<file path="src/rtl/stream_credit_gate.sv">
// stream_credit_gate: AXI-Stream gate that caps the number of elements in flight
// (issued to the downstream pipeline but not yet retired) at a runtime limit.
// Beats enter a 2-entry skid buffer, and each beat takes a credit when it moves into
// the output register. The pipeline returns credits through a multi-bit release count.
module stream_credit_gate #(
   parameter int  MAX_NUMBER_OF_ELEMENTS = 128,
   parameter int  STREAM_WIDTH           = 32,
   parameter int  KEEP_WIDTH             = 1,
   parameter int  RELEASE_WIDTH          = 2,
   localparam int CNT_WIDTH              = $clog2(MAX_NUMBER_OF_ELEMENTS + 1)
) (
   input  logic                     aclk,
   input  logic                     resetn,
   input  logic                     s_axis_tvalid,
   output logic                     s_axis_tready,
   input  logic                     s_axis_tlast,
   input  logic [STREAM_WIDTH-1:0]  s_axis_tdata,
   input  logic [KEEP_WIDTH-1:0]    s_axis_tkeep,
   output logic                     m_axis_tvalid,
   input  logic                     m_axis_tready,
   output logic                     m_axis_tlast,
   output logic [STREAM_WIDTH-1:0]  m_axis_tdata,
   output logic [KEEP_WIDTH-1:0]    m_axis_tkeep,
   input  logic [RELEASE_WIDTH-1:0] sigRelease,
   input  logic [CNT_WIDTH-1:0]     limit,
   output logic [CNT_WIDTH-1:0]     inFlight,
   output logic                     full,
   output logic                     released,
   output logic                     errUnderflow
);

   // The credit sum is wide enough to hold inFlight + 1 and a full release count as a signed value
   localparam int SUM_W = ((CNT_WIDTH > RELEASE_WIDTH) ? CNT_WIDTH : RELEASE_WIDTH) + 2;
   localparam logic [CNT_WIDTH-1:0] MAX_CNT = CNT_WIDTH'(MAX_NUMBER_OF_ELEMENTS);

   // A limit of 0, or one above the hard ceiling, means "use the ceiling"
   function automatic logic [CNT_WIDTH-1:0] eff_limit_of(input logic [CNT_WIDTH-1:0] lim);
      if ((lim == '0) || (lim > MAX_CNT)) return MAX_CNT;
      return lim;
   endfunction

   // Saturate a signed credit sum at zero; a negative sum means over-release
   function automatic logic [CNT_WIDTH-1:0] clamp_credit(input logic signed [SUM_W-1:0] v);
      if (v[SUM_W-1]) return '0;
      return CNT_WIDTH'(v);
   endfunction

   logic [STREAM_WIDTH-1:0]  skid_data_p0 [2];
   logic [KEEP_WIDTH-1:0]    skid_keep_p0 [2];
   logic                     skid_last_p0 [2];
   logic                     wr_ptr_p0;
   logic                     rd_ptr_p0;
   logic [1:0]               skid_cnt_p0;
   logic [1:0]               skid_cnt_next;
   logic                     s_ready_p0;

   logic                     vld_p1;
   logic [STREAM_WIDTH-1:0]  data_p1;
   logic [KEEP_WIDTH-1:0]    keep_p1;
   logic                     last_p1;

   logic [CNT_WIDTH-1:0]     in_flight;
   logic [CNT_WIDTH-1:0]     eff_limit;
   logic signed [SUM_W-1:0]  credit_sum;
   logic                     err_q;
   logic                     push;
   logic                     load;

   assign push       = s_axis_tvalid & s_ready_p0;
   assign eff_limit  = eff_limit_of(limit);
   // Credit check uses the registered count only, so a released credit is usable next cycle
   assign load       = (~vld_p1 | m_axis_tready) & (skid_cnt_p0 != 2'd0) & (in_flight < eff_limit);
   assign credit_sum = $signed(SUM_W'(in_flight)) + $signed(SUM_W'(load))
                     - $signed(SUM_W'(sigRelease));

   // ---- stage p0: skid buffer ----

   // Skid occupancy after this cycle's push and pop
   always_comb begin
      skid_cnt_next = skid_cnt_p0;
      case ({push, load})
         2'b10:   skid_cnt_next = skid_cnt_p0 + 2'd1;
         2'b01:   skid_cnt_next = skid_cnt_p0 - 2'd1;
         default: skid_cnt_next = skid_cnt_p0;
      endcase
   end

   // Skid pointers, occupancy and the registered upstream ready
   always_ff @(posedge aclk or negedge resetn) begin
      if (!resetn) begin
         wr_ptr_p0   <= 1'b0;
         rd_ptr_p0   <= 1'b0;
         skid_cnt_p0 <= 2'd0;
         s_ready_p0  <= 1'b0;
      end else begin
         if (push) wr_ptr_p0 <= ~wr_ptr_p0;
         if (load) rd_ptr_p0 <= ~rd_ptr_p0;
         skid_cnt_p0 <= skid_cnt_next;
         s_ready_p0  <= (skid_cnt_next != 2'd2);
      end
   end

   // Skid storage; contents are only meaningful while counted as occupied
   always_ff @(posedge aclk) begin
      if (push) begin
         skid_data_p0[wr_ptr_p0] <= s_axis_tdata;
         skid_keep_p0[wr_ptr_p0] <= s_axis_tkeep;
         skid_last_p0[wr_ptr_p0] <= s_axis_tlast;
      end
   end

   // ---- stage p1: output register ----

   // Output beat: load from skid head, hold while stalled, empty after handshake
   always_ff @(posedge aclk or negedge resetn) begin
      if (!resetn) begin
         vld_p1  <= 1'b0;
         data_p1 <= '0;
         keep_p1 <= '0;
         last_p1 <= 1'b0;
      end else if (load) begin
         vld_p1  <= 1'b1;
         data_p1 <= skid_data_p0[rd_ptr_p0];
         keep_p1 <= skid_keep_p0[rd_ptr_p0];
         last_p1 <= skid_last_p0[rd_ptr_p0];
      end else if (m_axis_tready) begin
         vld_p1  <= 1'b0;
      end
   end

   // Credit counter and sticky underflow flag
   always_ff @(posedge aclk or negedge resetn) begin
      if (!resetn) begin
         in_flight <= '0;
         err_q     <= 1'b0;
      end else begin
         in_flight <= clamp_credit(credit_sum);
         if (credit_sum[SUM_W-1]) err_q <= 1'b1;
      end
   end

   assign s_axis_tready = s_ready_p0;
   assign m_axis_tvalid = vld_p1;
   assign m_axis_tdata  = data_p1;
   assign m_axis_tkeep  = keep_p1;
   assign m_axis_tlast  = last_p1;
   assign inFlight      = in_flight;
   assign full          = (in_flight >= eff_limit);
   assign released      = (in_flight == '0);
   assign errUnderflow  = err_q;

endmodule
</file>
<file path="config.mk">
export PLATFORM = sky130hd
export DESIGN_NAME = stream_credit_gate
export DESIGN_NICKNAME = d
export VERILOG_FILES = /design/src/rtl/stream_credit_gate.sv
export SDC_FILE = /design/constraint.sdc
export NUM_CORES = 1
export LEC_CHECK = 0
export ABC_AREA = 1
export CAP_MARGIN = 20
export CORE_UTILIZATION = 52
export DETAILED_ROUTE_END_ITERATION = 8
export PLACE_DENSITY_LB_ADDON = 0.2
export SYNTH_ARGS = -nofsm -noshare
export SYNTH_HDL_FRONTEND = slang
export SYNTH_SLANG_ARGS = --single-unit
</file>
<file path="constraint.sdc">
create_clock -name aclk -period 3.1 [get_ports aclk]
set_input_delay 0.62 -clock aclk [delete_from_list [all_inputs] [get_ports aclk]]
set_output_delay 0.62 -clock aclk [all_outputs]
set_load 0.005 [all_outputs]
</file>
==> metrics, run 1 <==
multi-input logic area between 0.0015 and 0.002 sq mm; nets@finish a little over 700; area leader, netlist edfxtp_1; Seq. cell area 0.003268 sq mm; sequential fraction of the synthesis area 0.6291; Post-synth ARST share 0.4188; CP arrival roughly 2.4 ns; layout cells sized above 1 0.1345; total power draw about 7.9 mW; Critical Path Fanout Max 6; die width ~100 um; drt via density ~5.1; Area Overhead vs Synth 36.87%; Max Freq about 0.33 GHz; Routed WL 11.82 mm; max capacitance violation total 0; DRC viols 0; IO Port Bufs 94; post-CTS setup buffers 0; die height between 100 and 150 um; run status completed; # clock sinks ~120; crit start category input port; P_leak 3.281 nW; largest net degree at the start of global routing 38; Initial Utilization 0.5340; Yosys cell types 27; minimum clock period 3.062 ns; crit path capture type primary output; vias in the first global route ~4000; critical path type in2out; Die Footprint between 0.01 and 0.015 sq mm; number of I/O pins 95; pwr/cell area ~1100 mW/mm^2; final setup violation count 0; Hold Worst Slack 0.1394 ns; worst skew pair latency 0.52 ns; Post-synth EDFFs 68; DP Wirelength around 7.5 mm; post-DR wirelength/cell approximately 15 um; site row count 36; routed vias 4006; Syn Inst Count 521; worst flop-to-flop path startpoint inFlight[7]$_DFF_PN0_; fin. max-slew vios 0; Ant. Diodes 0; CTS root buf clkbuf_8; Pre-antenna DRT Iters 4; Tcrit/Tclk final 0.9878; Tightest Pin Transition about 0.66 ns; fillcell total 720; global-route wire length before repair 18.82 mm; number of antenna violations at the first check in global routing 0; ANT nets after route 0; FF-to-FF End inFlight[6]$_DFF_PN0_; R2R cell count 16; Avg Inst Size Synth ~10 sq um; H-tree depth 4; dominant cells by area after synthesis edfxtp_1 (39%), dfrtp_1 (24%), nand2_1 (16%); synthesized cell area a little over 0.005 sq mm; flop-to-flop setup slack 0.56 ns; initial DRC count about 200; routability cong. about 0.9; CTS Buffer Depth 2; CTS tree done; core area 0.009729 sq mm; Fin. Hold Viols 0; overflow left after global routing 0; GRT Overall Usage 0.2464; Clock transition at path regs 0.05 ns; Yosys reg bits roughly 120; syn_nets around 600; relative slew slack 0.5587; peak supply drop 0.6246 mV; CTS buffer count 17; Synth warnings 0; CP required around 2.5 ns; post-synth top area share 0.3931; min-delay worst type in2async; skew final just over 0.01 ns; Synth Flop Type edfxtp_1
## Yosys cell counts, drive strengths merged, types with 2 or more instances
| cell | number |
|---|---|
| nand3 | 19 |
| nand2 | 224 |
| edfxtp | 68 |
| o21ai | 3 |
| dfrtp | 49 |
| nand4 | 37 |
| buf | 14 |
| a21oi | 5 |
| nor2 | 19 |
| inv | 43 |
| clkbuf | 7 |
| ha | 22 |
| xor2 | 2 |
## logic make-up after synthesis
group | count (synthesis) | share of synthesized area
flops | 117 | 0.6291
fa+ha+maj | 23 | 0.05684
simple gates | 302 | 0.2437
buf+inv | 65 | 0.05299
xor+xnor | 3 | 0.005059
compound gates | 11 | 0.01228
## worst max path at each step
stage / end / from / slack, ns / depth (start not counted)
floorplan: inFlight[6]$_DFF_PN0_ / limit[0] / -0.1 / 23
global placement: s_axis_tready$_DFF_PN0_ / limit[2] / -0.54 / 17
detailed placement: s_axis_tready$_DFF_PN0_ / limit[2] / -0.72 / 21
CTS: full / limit[4] / -0.07 / 12
global route: inFlight[6]$_DFF_PN0_ / limit[5] / -0.02 / 21
finish: full / limit[5] / 0.04 / 12
## where the power goes
| group | internal [mW] | switching (mW) | total [mW] |
|---|---|---|---|
| clock network | 1.21 | 0.670 | 1.88 |
| logic | 1.51 | 1.99 | 3.50 |
| registers | 2.21 | 0.275 | 2.48 |
| total | 4.93 | 2.93 | 7.86 |
## placed cells by master, fill, tap and decap left out, types with 3 or more instances in the layout
| cell | n |
|---|---|
| nand2_1 | 219 |
| clkdlybuf4s50_1 | 85 |
| edfxtp_1 | 68 |
| dfrtp_1 | 49 |
| inv_1 | 40 |
| nand4_1 | 37 |
| buf_4 | 20 |
| ha_1 | 17 |
| clkbuf_16 | 16 |
| nand3_1 | 12 |
| nor2_1 | 11 |
| nor2_4 | 6 |
| nand3_2 | 6 |
| ha_4 | 5 |
| clkinv_2 | 5 |
| a21oi_1 | 4 |
| inv_2 | 3 |
| nand2_2 | 3 |
| clkinv_1 | 3 |
| clkinvlp_4 | 3 |
| bufinv_16 | 3 |
| dlymetal6s2s_1 | 3 |
## stage by stage
step                      cells  worst slack (ns)  utilization  TNS (ns)  area, sq um
after global placement      748           -0.5433       0.6619    -5.632         6440
after detailed placement    748           -0.7194       0.6619    -6.841         6440
after floorplan             521          -0.09880            -   -0.1751         5281
after global routing        780          -0.02019       0.7308  -0.03430         7111
after CTS                   780          -0.07189       0.7208  -0.08289         7013
final                       780           0.03770       0.7308         0         7111
## routing by layer
metal  vias to the layer above  GRT usage  share of wire
met3                        21    0.06977          0.044
met2                       110     0.4252           0.52
met1                      1923     0.2872           0.41
met5                         -          0              0
li1                       1952          -              -
met4                         0     0.1110          0.024
## repair_timing
action / CTS / global route
pin swaps: 5 / 11
resized for setup: 10 / 23
setup endpoints to repair: 6 / 13
hold buffers: 0 / 0
## cell type report
type	instances	share of cell area
sequential	117	0.4596
timing repair buffer	115	0.1543
clock inverter	15	0.02288
multi-input combinational	339	0.2583
tap	133	0.02340
clock buffer	17	0.05824
inverter	44	0.02323
## registers in the layout, indices dropped and copies added (netlist names), 2 cells and up
name	count
skid_data_p0	64
m_axis_tdata	32
inFlight	8
skid_cnt_p0	2
skid_keep_p0	2
skid_last_p0	2
## critical path: stages
cell and delay (ns):
dlygate4sd2_1 0.26, nor2_2 0.09, nand2_2 0.10, o21ai_4 0.25
nand3_1 0.16, ha_1 0.30, nand2_1 0.06, nor2_2 0.15
nand2_2 0.11, buf_4 0.15, nand3_2 0.06, buf_2 0.12
Power figures use the tool's default switching activity.
==> run 2, diff against run 1 <==
Settings changed: CORE_ASPECT_RATIO set to 1.2, CORE_UTILIZATION 52 to 56.
Clock period 3.1 ns to 3.73 ns, I/O delays scaled along.
==> metrics, run 2 (synthesis gave the netlist of run 1 again) <==
run status completed; R2R cell count 15; largest net degree at the start of global routing 38; ANT nets after route 0; Die Footprint 0.009668 sq mm; Routed WL between 10 and 15 mm; CTS root buf clkbuf_8; sequential share of power 0.314; Tcrit/Tclk final 0.9588; final setup violation count 0; drt via density 5.198; CP required about 3.0 ns; overflow left after global routing 0; DP Wirelength 7.408 mm; Tightest Pin Transition approximately 1.0 ns; crit start category input port; peak supply drop 0.5105 mV; Pre-antenna DRT Iters 5; crit path capture type primary output; core area 0.009034 sq mm; initial DRC count roughly 260; nets@finish about 700; max capacitance violation total 0; die height about 110 um; DRC viols 0; crit path capture full; Ant. Diodes 0; minimum clock period 3.576 ns; critical path type in2out; Gate power share 0.416; max reg flops 64; post-DR wirelength/cell roughly 15 um; most frequent cells in the layout nand2_1 (221), clkdlybuf4s50_1 (92), edfxtp_1 (68), dfrtp_1 (49), inv_1 (43); P_leak around 3.2 nW; layout cells sized above 1 0.09161; worst skew pair latency between 0.5 and 0.6 ns; global-route wire length before repair 18.60 mm; Fin. Hold Viols 0; skew final roughly 0.0069 ns; min-delay worst type in2async; Clock transition at path regs about 0.050 ns; Initial Utilization 0.5751; fin. max-slew vios 0; Psw approximately 2.3 mW; vias in the first global route roughly 4000; routability cong. around 0.87; Crit. Startpoint limit[4]; post-CTS setup buffers 0; H-tree depth 4; sw frac 0.3561; commonest non-fill, non-tap cell in the layout nand2_1; Area Overhead vs Synth 34.59%; number of I/O pins 95; flop-to-flop setup slack about 1.1 ns; # clock sinks approximately 120; CTS buffer count 17; routed vias 3971; total power draw 6.574 mW; FF-to-FF End inFlight[4]$_DFF_PN0_; Max Freq roughly 0.28 GHz; Placement Cell Area roughly 0.0063 sq mm; clock power share 0.270; internal power 4.233 mW; CTS Buffer Depth 2; site row count 38; IO Port Bufs 94; pwr/cell area around 940 mW/mm^2; CP arrival about 2.8 ns; worst flop-to-flop path startpoint inFlight[7]$_DFF_PN0_; Non-Filler Cell Area, Final ~0.007 sq mm; relative slew slack 0.3236; Critical Path Fanout Max 4; DP Cell Count 732; CTS tree done; die width between 80 and 90 um; Top reg by flops skid_data_p0; number of antenna violations at the first check in global routing 0; Post-Layout Cell Count roughly 760; GRT Overall Usage 0.2539
[run 2: through the flow]
| step | setup slack [ns] | util | hold slack (ns) | setup TNS (ns) |
|---|---|---|---|---|
| detailed placement | -0.2965 | 0.7003 | 0.4546 | -1.499 |
| finish | 0.1537 | 0.7740 | 0.2764 | 0 |
| CTS | 0.1489 | 0.7737 | 0.2798 | 0 |
| global placement | -0.1441 | 0.7003 | 0.4560 | -0.4803 |
| global route | -0.02042 | 0.7740 | 0.3320 | -0.03716 |
| floorplan | 0.08684 | - | 0.4504 | 0 |
[run 2: worst min-delay path by stage]
stage	from	endpoint	slack, ns	depth (start not counted)
final	resetn	m_axis_tdata[4]$_DFFE_PN0P_	0.28	1
after global routing	resetn	m_axis_tdata[31]$_DFFE_PN0P_	0.33	1
after CTS	resetn	m_axis_tdata[31]$_DFFE_PN0P_	0.28	1
after detailed placement	errUnderflow$_DFFE_PN0N_	errUnderflow$_DFFE_PN0N_	0.45	2
after global placement	errUnderflow$_DFFE_PN0N_	errUnderflow$_DFFE_PN0N_	0.46	2
after floorplan	resetn	errUnderflow$_DFFE_PN0N_	0.45	0
[run 2: critical path, cell delays in order]
cell,delay (ns)
clkdlybuf4s50_1,0.42
nor2_1,0.12
nand2_1,0.12
o21ai_2,0.17
buf_4,0.14
nand3_1,0.07
ha_1,0.30
nand2_1,0.07
nand2_1,0.05
nand2_1,0.05
nand2_1,0.05
nand2_2,0.07
buf_4,0.11
nand3_1,0.07
dlygate4sd2_1,0.28
[run 2: layout make-up]
class | count | area, sq um
tap | 120 | 150.1
clock inverter | 11 | 203.9
fill | 578 | 2042
timing repair buffer | 112 | 1070
multi-input combinational | 339 | 1685
clock buffer | 21 | 449.2
inverter | 44 | 165.2
sequential | 117 | 3268
[run 2: routing by layer]
layer,part of all wire,up-vias,GRT usage
li1,-,1936,-
met1,0.38,1877,0.2730
met2,0.55,132,0.4758
met3,0.044,26,0.05297
met4,0.027,0,0.1233
met5,0,-,0
[run 2: what timing repair did]
| action | CTS | global route |
|---|---|---|
| pin swaps | 0 | 0 |
| hold buffers | 0 | 0 |
| setup endpoints to repair | 1 | 2 |
| resized for setup | 6 | 1 |
[run 2: power by group through the flow]
| stage | logic [mW] | clock network (mW) | registers (mW) |
|---|---|---|---|
| 6_report | 2.73 | 1.78 | 2.06 |
| 5_1_grt | 3.08 | 1.85 | 2.09 |
| 4_1_cts | 2.75 | 1.79 | 2.06 |
| 3_5_place_dp | 2.71 | 0 | 2.08 |
| 3_3_place_gp | 2.61 | 0 | 2.07 |
| 2_1_floorplan | 1.69 | 0 | 2.04 |
